==> src/rtl/warp_scheduler.sv <==
// Round-robin warp issue stage: picks one ready, not-in-flight warp per cycle,
// pulses its PC advance, and presents the pre-increment PC to instruction fetch.
module warp_scheduler #(
    parameter int NUM_WARPS = 4,
    parameter int PC_WIDTH  = 8,
    localparam int WID_WIDTH = $clog2(NUM_WARPS)
) (
    input  logic                          clk,
    input  logic                          reset,
    input  logic                          sched_en,
    input  logic [NUM_WARPS-1:0]          warp_ready,
    input  logic [NUM_WARPS*PC_WIDTH-1:0] warp_pc,
    input  logic [NUM_WARPS-1:0]          warp_done,
    output logic [NUM_WARPS-1:0]          pc_update_en,
    output logic                          fetch_valid,
    input  logic                          fetch_ready,
    output logic [PC_WIDTH-1:0]           fetch_pc,
    output logic [WID_WIDTH-1:0]          fetch_warp_id,
    output logic [NUM_WARPS-1:0]          inflight,
    output logic                          all_idle,
    output logic [15:0]                   issue_count
);

    if (NUM_WARPS < 2 || NUM_WARPS > 16 || (NUM_WARPS & (NUM_WARPS - 1)) != 0) begin : g_bad_num_warps
        $error("warp_scheduler: NUM_WARPS must be a power of two in 2..16");
    end

    logic [WID_WIDTH-1:0] rr_ptr;
    logic [WID_WIDTH-1:0] winner;
    logic [WID_WIDTH-1:0] idx;
    logic [NUM_WARPS-1:0] eligible;
    logic [NUM_WARPS-1:0] grant_mask;
    logic                 found;
    logic                 slot_free;
    logic                 grant;

    // A request leaving this cycle frees the slot, so accept-and-grant needs no bubble.
    assign slot_free = !fetch_valid || fetch_ready;
    assign eligible  = warp_ready & ~inflight;

    // NOTE: every variable written here gets a default first, so no latch is inferred.
    always_comb begin
        found  = 1'b0;
        winner = '0;
        idx    = '0;
        for (int k = 0; k < NUM_WARPS; k++) begin
            idx = rr_ptr + WID_WIDTH'(k);
            if (!found && eligible[idx]) begin
                found  = 1'b1;
                winner = idx;
            end
        end
    end

    assign grant        = !reset && sched_en && slot_free && found;
    assign grant_mask   = grant ? (NUM_WARPS'(1) << winner) : '0;
    assign pc_update_en = grant_mask;
    assign all_idle     = (inflight == '0) && !fetch_valid;

    // NOTE: sequential state uses non-blocking assignments so every register samples pre-edge values.
    always_ff @(posedge clk or posedge reset) begin
        if (reset) begin
            fetch_valid   <= 1'b0;
            fetch_pc      <= '0;
            fetch_warp_id <= '0;
            inflight      <= '0;
            rr_ptr        <= '0;
            issue_count   <= '0;
        end else begin
            // Set after clear: a same-cycle grant wins over a retire of the same warp.
            inflight <= (inflight & ~warp_done) | grant_mask;
            if (grant) begin
                fetch_valid   <= 1'b1;
                fetch_pc      <= warp_pc[winner*PC_WIDTH +: PC_WIDTH];
                fetch_warp_id <= winner;
                rr_ptr        <= winner + WID_WIDTH'(1);
                if (issue_count != 16'hFFFF) begin
                    issue_count <= issue_count + 16'd1;
                end
            end else if (fetch_ready) begin
                fetch_valid <= 1'b0;
            end
        end
    end

endmodule

==> config.mk <==
export PLATFORM = sky130hd
export DESIGN_NAME = warp_scheduler
export DESIGN_NICKNAME = d
export VERILOG_FILES = /design/src/rtl/warp_scheduler.sv
export SDC_FILE = /design/constraint.sdc
export NUM_CORES = 1
export LEC_CHECK = 0
export CORE_MARGIN = 1.5
export CORE_UTILIZATION = 44
export CTS_BUF_LIST = sky130_fd_sc_hd__clkbuf_8
export CTS_CLUSTER_DIAMETER = 80
export DETAILED_ROUTE_END_ITERATION = 16
export PLACE_DENSITY_LB_ADDON = 0.25
export SYNTH_ARGS = -nofsm -noshare
export SYNTH_HDL_FRONTEND = slang
export SYNTH_SLANG_ARGS = --single-unit
export TNS_END_PERCENT = 100
==> constraint.sdc <==
create_clock -name clk -period 2 [get_ports clk]
set_clock_uncertainty 0.05 [all_clocks]
set_input_delay 0.2 -clock clk [delete_from_list [all_inputs] [get_ports clk]]
set_output_delay 0.2 -clock clk [all_outputs]
set_load 0.01 [all_outputs]
==> summary by stage, run 1 <==
Synthesis
Sequential elements use 43.7% of the synthesized area. In the synthesized netlist the async set-or-reset flop fraction comes to 100%. The post-synthesis register bit count is 33. The summed instance area of the synthesized netlist is 1890 um2.

The count of yosys warnings during synthesis is 0. In this run, synthesis inferred 0 flip-flops with an integrated enable. The average cell area after synthesis is 9.69 um2. The distinct cell type count after synthesis is 40.

The cell count after synthesis is 195. Among all flip-flop cells after synthesis, the most frequent one is sky130_fd_sc_hd__dfrtp_1. The number of nets in the synthesized netlist is 240.

Floorplan
The die outline area is 4700 um2. The initial standard-cell utilization of the core is 46.6%. 80 I/O pins were placed. The floorplan has 23 rows. The die is 68.5 um tall. The die outline width is 68.5 um. The core outline area is 4060 um2.

Worst setup path
The number of cells traversed by the worst register-to-register path is 8. STA classifies the critical path endpoint as an output pin. In this run the critical register-to-register path is captured at inflight[3]. Along the worst path, the maximum fanout reaches 6. The worst path arrival time is 1840 ps. At the worst endpoint, the required time is 1750 ps. The category of the most critical setup path is reg2out.

The launching element type of the critical path is a register. The setup slack of the worst register-to-register path is 20 ps. The worst register-to-register path begins at inflight[0].

Timing
After layout, the worst path uses 104% of the clock period. The count of final max-slew check failures is 0. The final number of hold-violating endpoints was 0. Setup violations remaining at the end of the flow were counted as 2.

The pin slew with the least headroom to its limit is 435 ps. The worst slew slack as a fraction of its limit is 71.0%. Setup repair after global routing could not meet its margin everywhere. Hold timing on the final database bottoms out at a slack of 233 ps. Subtracting the final worst setup slack from the clock period gives 2090 ps. The final critical-path setup slack is -88.2 ps. The maximum operating frequency is 479 MHz.

CTS
The total CTS buffers is 5. Clock-pin slew was measured on the worst setup and hold paths at 70 ps. The tree built by TritonCTS fans out to 33 sinks. The number of levels in the clock H-tree is 2. The clock reaches the later pin of the worst-skew pair after 290 ps. The root buffer cell is sky130_fd_sc_hd__clkbuf_8. No sink is reached through more buffers than the 2 on the longest clock path. TritonCTS built the clock tree.

Placed design
The wire-length estimate of the detail-placed layout is 4270 um. The weighted congestion reported at the end of routability-driven placement is 0.895. Buffers placed on the I/O ports in this run total 79.

Run status
The run finished, with violations left. The checks that failed: negative setup slack.

Global routing
For this run, global-route usage on met3 was measured as 4.55%. The largest net degree at the start of global routing is 25. The via count of the first global-routing pass is 1,957. The number of antenna violations at the first check in global routing is 0. After global routing, the most crowded layer is met2. The global-route wire length before repair is 9140 um. Global routing used 34.5% of the available met1 tracks. Global routing finished with a remaining overflow of 0. For met2 alone, demand over resource in global routing was 45.1%.

Global routing used 26.3% of the available tracks.

Final layout
Counting the fill cells in the layout gives 242. The sequential cells in the finished layout cover a total of 828 um2. The synthesis-to-layout area growth is 74.6%.

Summing all multi-input logic gate instances after layout gives 1140 um2. The post-route netlist has 31.3% of its cells at a drive strength greater than 1. 0 antenna diodes ended up in the layout. The net count of the finished layout is 363.

Drt
The detail route stage leaves a number of antenna-violating nets equal to 0. For this run, design rule violations remaining after detail routing come to 0. The first routing iteration left 157 violations.

After detailed routing, the total wire length is 6470 um. After detailed routing, the average wire length per cell comes to 17.5 um. The routed layout has 2,044 vias.

Dividing the detail-routed via count by the number of cells gives 5.54. The length of the first detailed-routing pass in iterations is 5.

Flow run
Across the run, the number of max-cap violations was 0.

Pwr
Across the VDD grid, the largest voltage drop is 0.000588 V. After layout, the design draws a total of 3.38 mW. The power density relative to cell area is 1030 nW/um2. The analysis attributes to cell leakage a power of 1.47 nW.

Worst hold path
The path type of the worst min-delay path is in2async.
==> flip-flops by register name, summed over array words and instances, names as in the netlist <==
signal	cells
fetch_valid	1
issue_count	16
fetch_warp_id	2
fetch_pc	8
rr_ptr	2
inflight	4
==> cells by family (layout without fill, tap and decap cells) <==
group / count (synthesis) / after routing / synth area share (%)
xor gates and xnor gates: 15 / 15 / 6.95
AOI/OAI and AO/OA: 48 / 48 / 18.3
and+or+nand+nor: 84 / 84 / 26.4
muxes: 1 / 1 / 0.596
adders and majority gates: 1 / 1 / 0.662
DFF: 33 / 33 / 43.7
buffers and inverters: 13 / 137 / 3.31
==> stage by stage <==
step / utilization, % / setup slack [ps] / instances / area, um2 / TNS [ps]
2_1_floorplan: - / 195 / 195 / 1890 / 0
3_3_place_gp: 73.1 / -342 / 351 / 2970 / -2140
3_5_place_dp: 73.1 / -475 / 351 / 2970 / -2810
4_1_cts: 78.0 / -31.9 / 367 / 3160 / -43.1
5_1_grt: 81.3 / -132 / 369 / 3300 / -582
6_report: 81.3 / -88.2 / 369 / 3300 / -142
==> cell usage after synthesis, types with 2 or more instances <==
library cell               count  area share (%)
sky130_fd_sc_hd__nor4_1        3            0.99
sky130_fd_sc_hd__xor2_1       11             5.1
sky130_fd_sc_hd__a221oi_1      8             3.7
sky130_fd_sc_hd__nor2_1       15             3.0
sky130_fd_sc_hd__o21bai_1      2            0.79
sky130_fd_sc_hd__nand3_2       3             1.6
sky130_fd_sc_hd__nor2b_1       3            0.99
sky130_fd_sc_hd__a21boi_1      8             3.2
sky130_fd_sc_hd__and3_1        9             3.0
sky130_fd_sc_hd__xnor2_1       4             1.9
sky130_fd_sc_hd__nor3_1        6             1.6
sky130_fd_sc_hd__dfrtp_1      33              44
sky130_fd_sc_hd__and2_1        2            0.66
sky130_fd_sc_hd__inv_1         7             1.4
sky130_fd_sc_hd__nand3b_1      2            0.79
sky130_fd_sc_hd__o21a_1        2            0.79
sky130_fd_sc_hd__nand4_1       3            0.99
sky130_fd_sc_hd__nand2b_1      5             1.7
sky130_fd_sc_hd__nand3_1       5             1.3
sky130_fd_sc_hd__nand2_1      14             2.8
sky130_fd_sc_hd__nor3b_1       4             1.6
sky130_fd_sc_hd__and4_1        5             2.3
sky130_fd_sc_hd__o21ai_1       9             2.4
sky130_fd_sc_hd__buf_2         5             1.3
sky130_fd_sc_hd__a21oi_1      12             3.2
==> critical path, cell delays in order, from the launching register on <==
cell	delay [ps]
sky130_fd_sc_hd__dfrtp_2	470
sky130_fd_sc_hd__and3b_2	250
sky130_fd_sc_hd__nand3b_1	190
sky130_fd_sc_hd__a21oi_2	210
sky130_fd_sc_hd__buf_4	140
sky130_fd_sc_hd__nand2_2	50
sky130_fd_sc_hd__nor2_1	90
sky130_fd_sc_hd__buf_2	150
==> cell type report <==
| type | instances | area share (%) |
|---|---|---|
| clock inverters | 2 | 1.02 |
| clock buffers | 6 | 2.50 |
| flip-flops and latches | 33 | 25.1 |
| multi-input cells | 149 | 34.7 |
| well taps | 50 | 1.90 |
| inverters | 7 | 0.797 |
| repair buffers | 122 | 34.0 |
==> report_power, final <==
part	switching, mW	internal [mW]	leakage [nW]
clock network	0.254	0.401	0.0626
logic	0.768	0.932	1.00
registers	0.186	0.844	0.406
==> what timing repair did <==
action / 4_1_cts / 5_1_grt
setup buffers: 8 / 4
gates resized for setup: 27 / 33
hold buffers: 0 / 0
pin swaps: 12 / 15
endpoints found under the setup margin: 5 / 18
==> per-layer routing <==
layer / share of wire, % / wire length, um / vias to the layer above
li1: - / - / 958
met1: 44 / 2820 / 998
met2: 49 / 3190 / 80
met3: 6.2 / 402 / 8
met4: 0.85 / 55 / 0
met5: 0 / 0 / -
==> worst max path at each step <==
stage,cells past startpoint,startpoint,end
final,7,rr_ptr[1],pc_update_en[2]
after global routing,7,rr_ptr[1],pc_update_en[2]
after CTS,9,rr_ptr[1],fetch_pc[3]
after detailed placement,6,warp_ready[2],pc_update_en[3]
after global placement,6,warp_ready[2],pc_update_en[3]
after floorplan,6,rr_ptr[1],pc_update_en[1]
==> cells in the final DEF (no fill, tap or decap), drive strengths merged, types with 3 or more instances in the layout <==
master         instances
clkdlybuf4s50         74
buf                   46
dfrtp                 33
nor2                  15
nand2                 14
a21oi                 12
xor2                  11
and3                  10
o21ai                  9
a221oi                 9
inv                    8
a21boi                 8
clkbuf                 8
nand3                  8
nor3                   6
and4                   5
nor3b                  5
nand2b                 5
xnor2                  4
nand4                  3
nor4                   3
nor2b                  3
(Power assumes the default switching activity.)
==> run 2: changes to the inputs <==
--- a/config.mk
+++ b/config.mk
@@ -11,6 +11,7 @@
 export CTS_CLUSTER_DIAMETER = 80
 export DETAILED_ROUTE_END_ITERATION = 16
 export PLACE_DENSITY_LB_ADDON = 0.25
+export SLEW_MARGIN = 10
 export SYNTH_ARGS = -nofsm -noshare
 export SYNTH_HDL_FRONTEND = slang
 export SYNTH_SLANG_ARGS = --single-unit
==> results of run 2 <==
Final layout, timing and power as in run 1 (identical DEF).
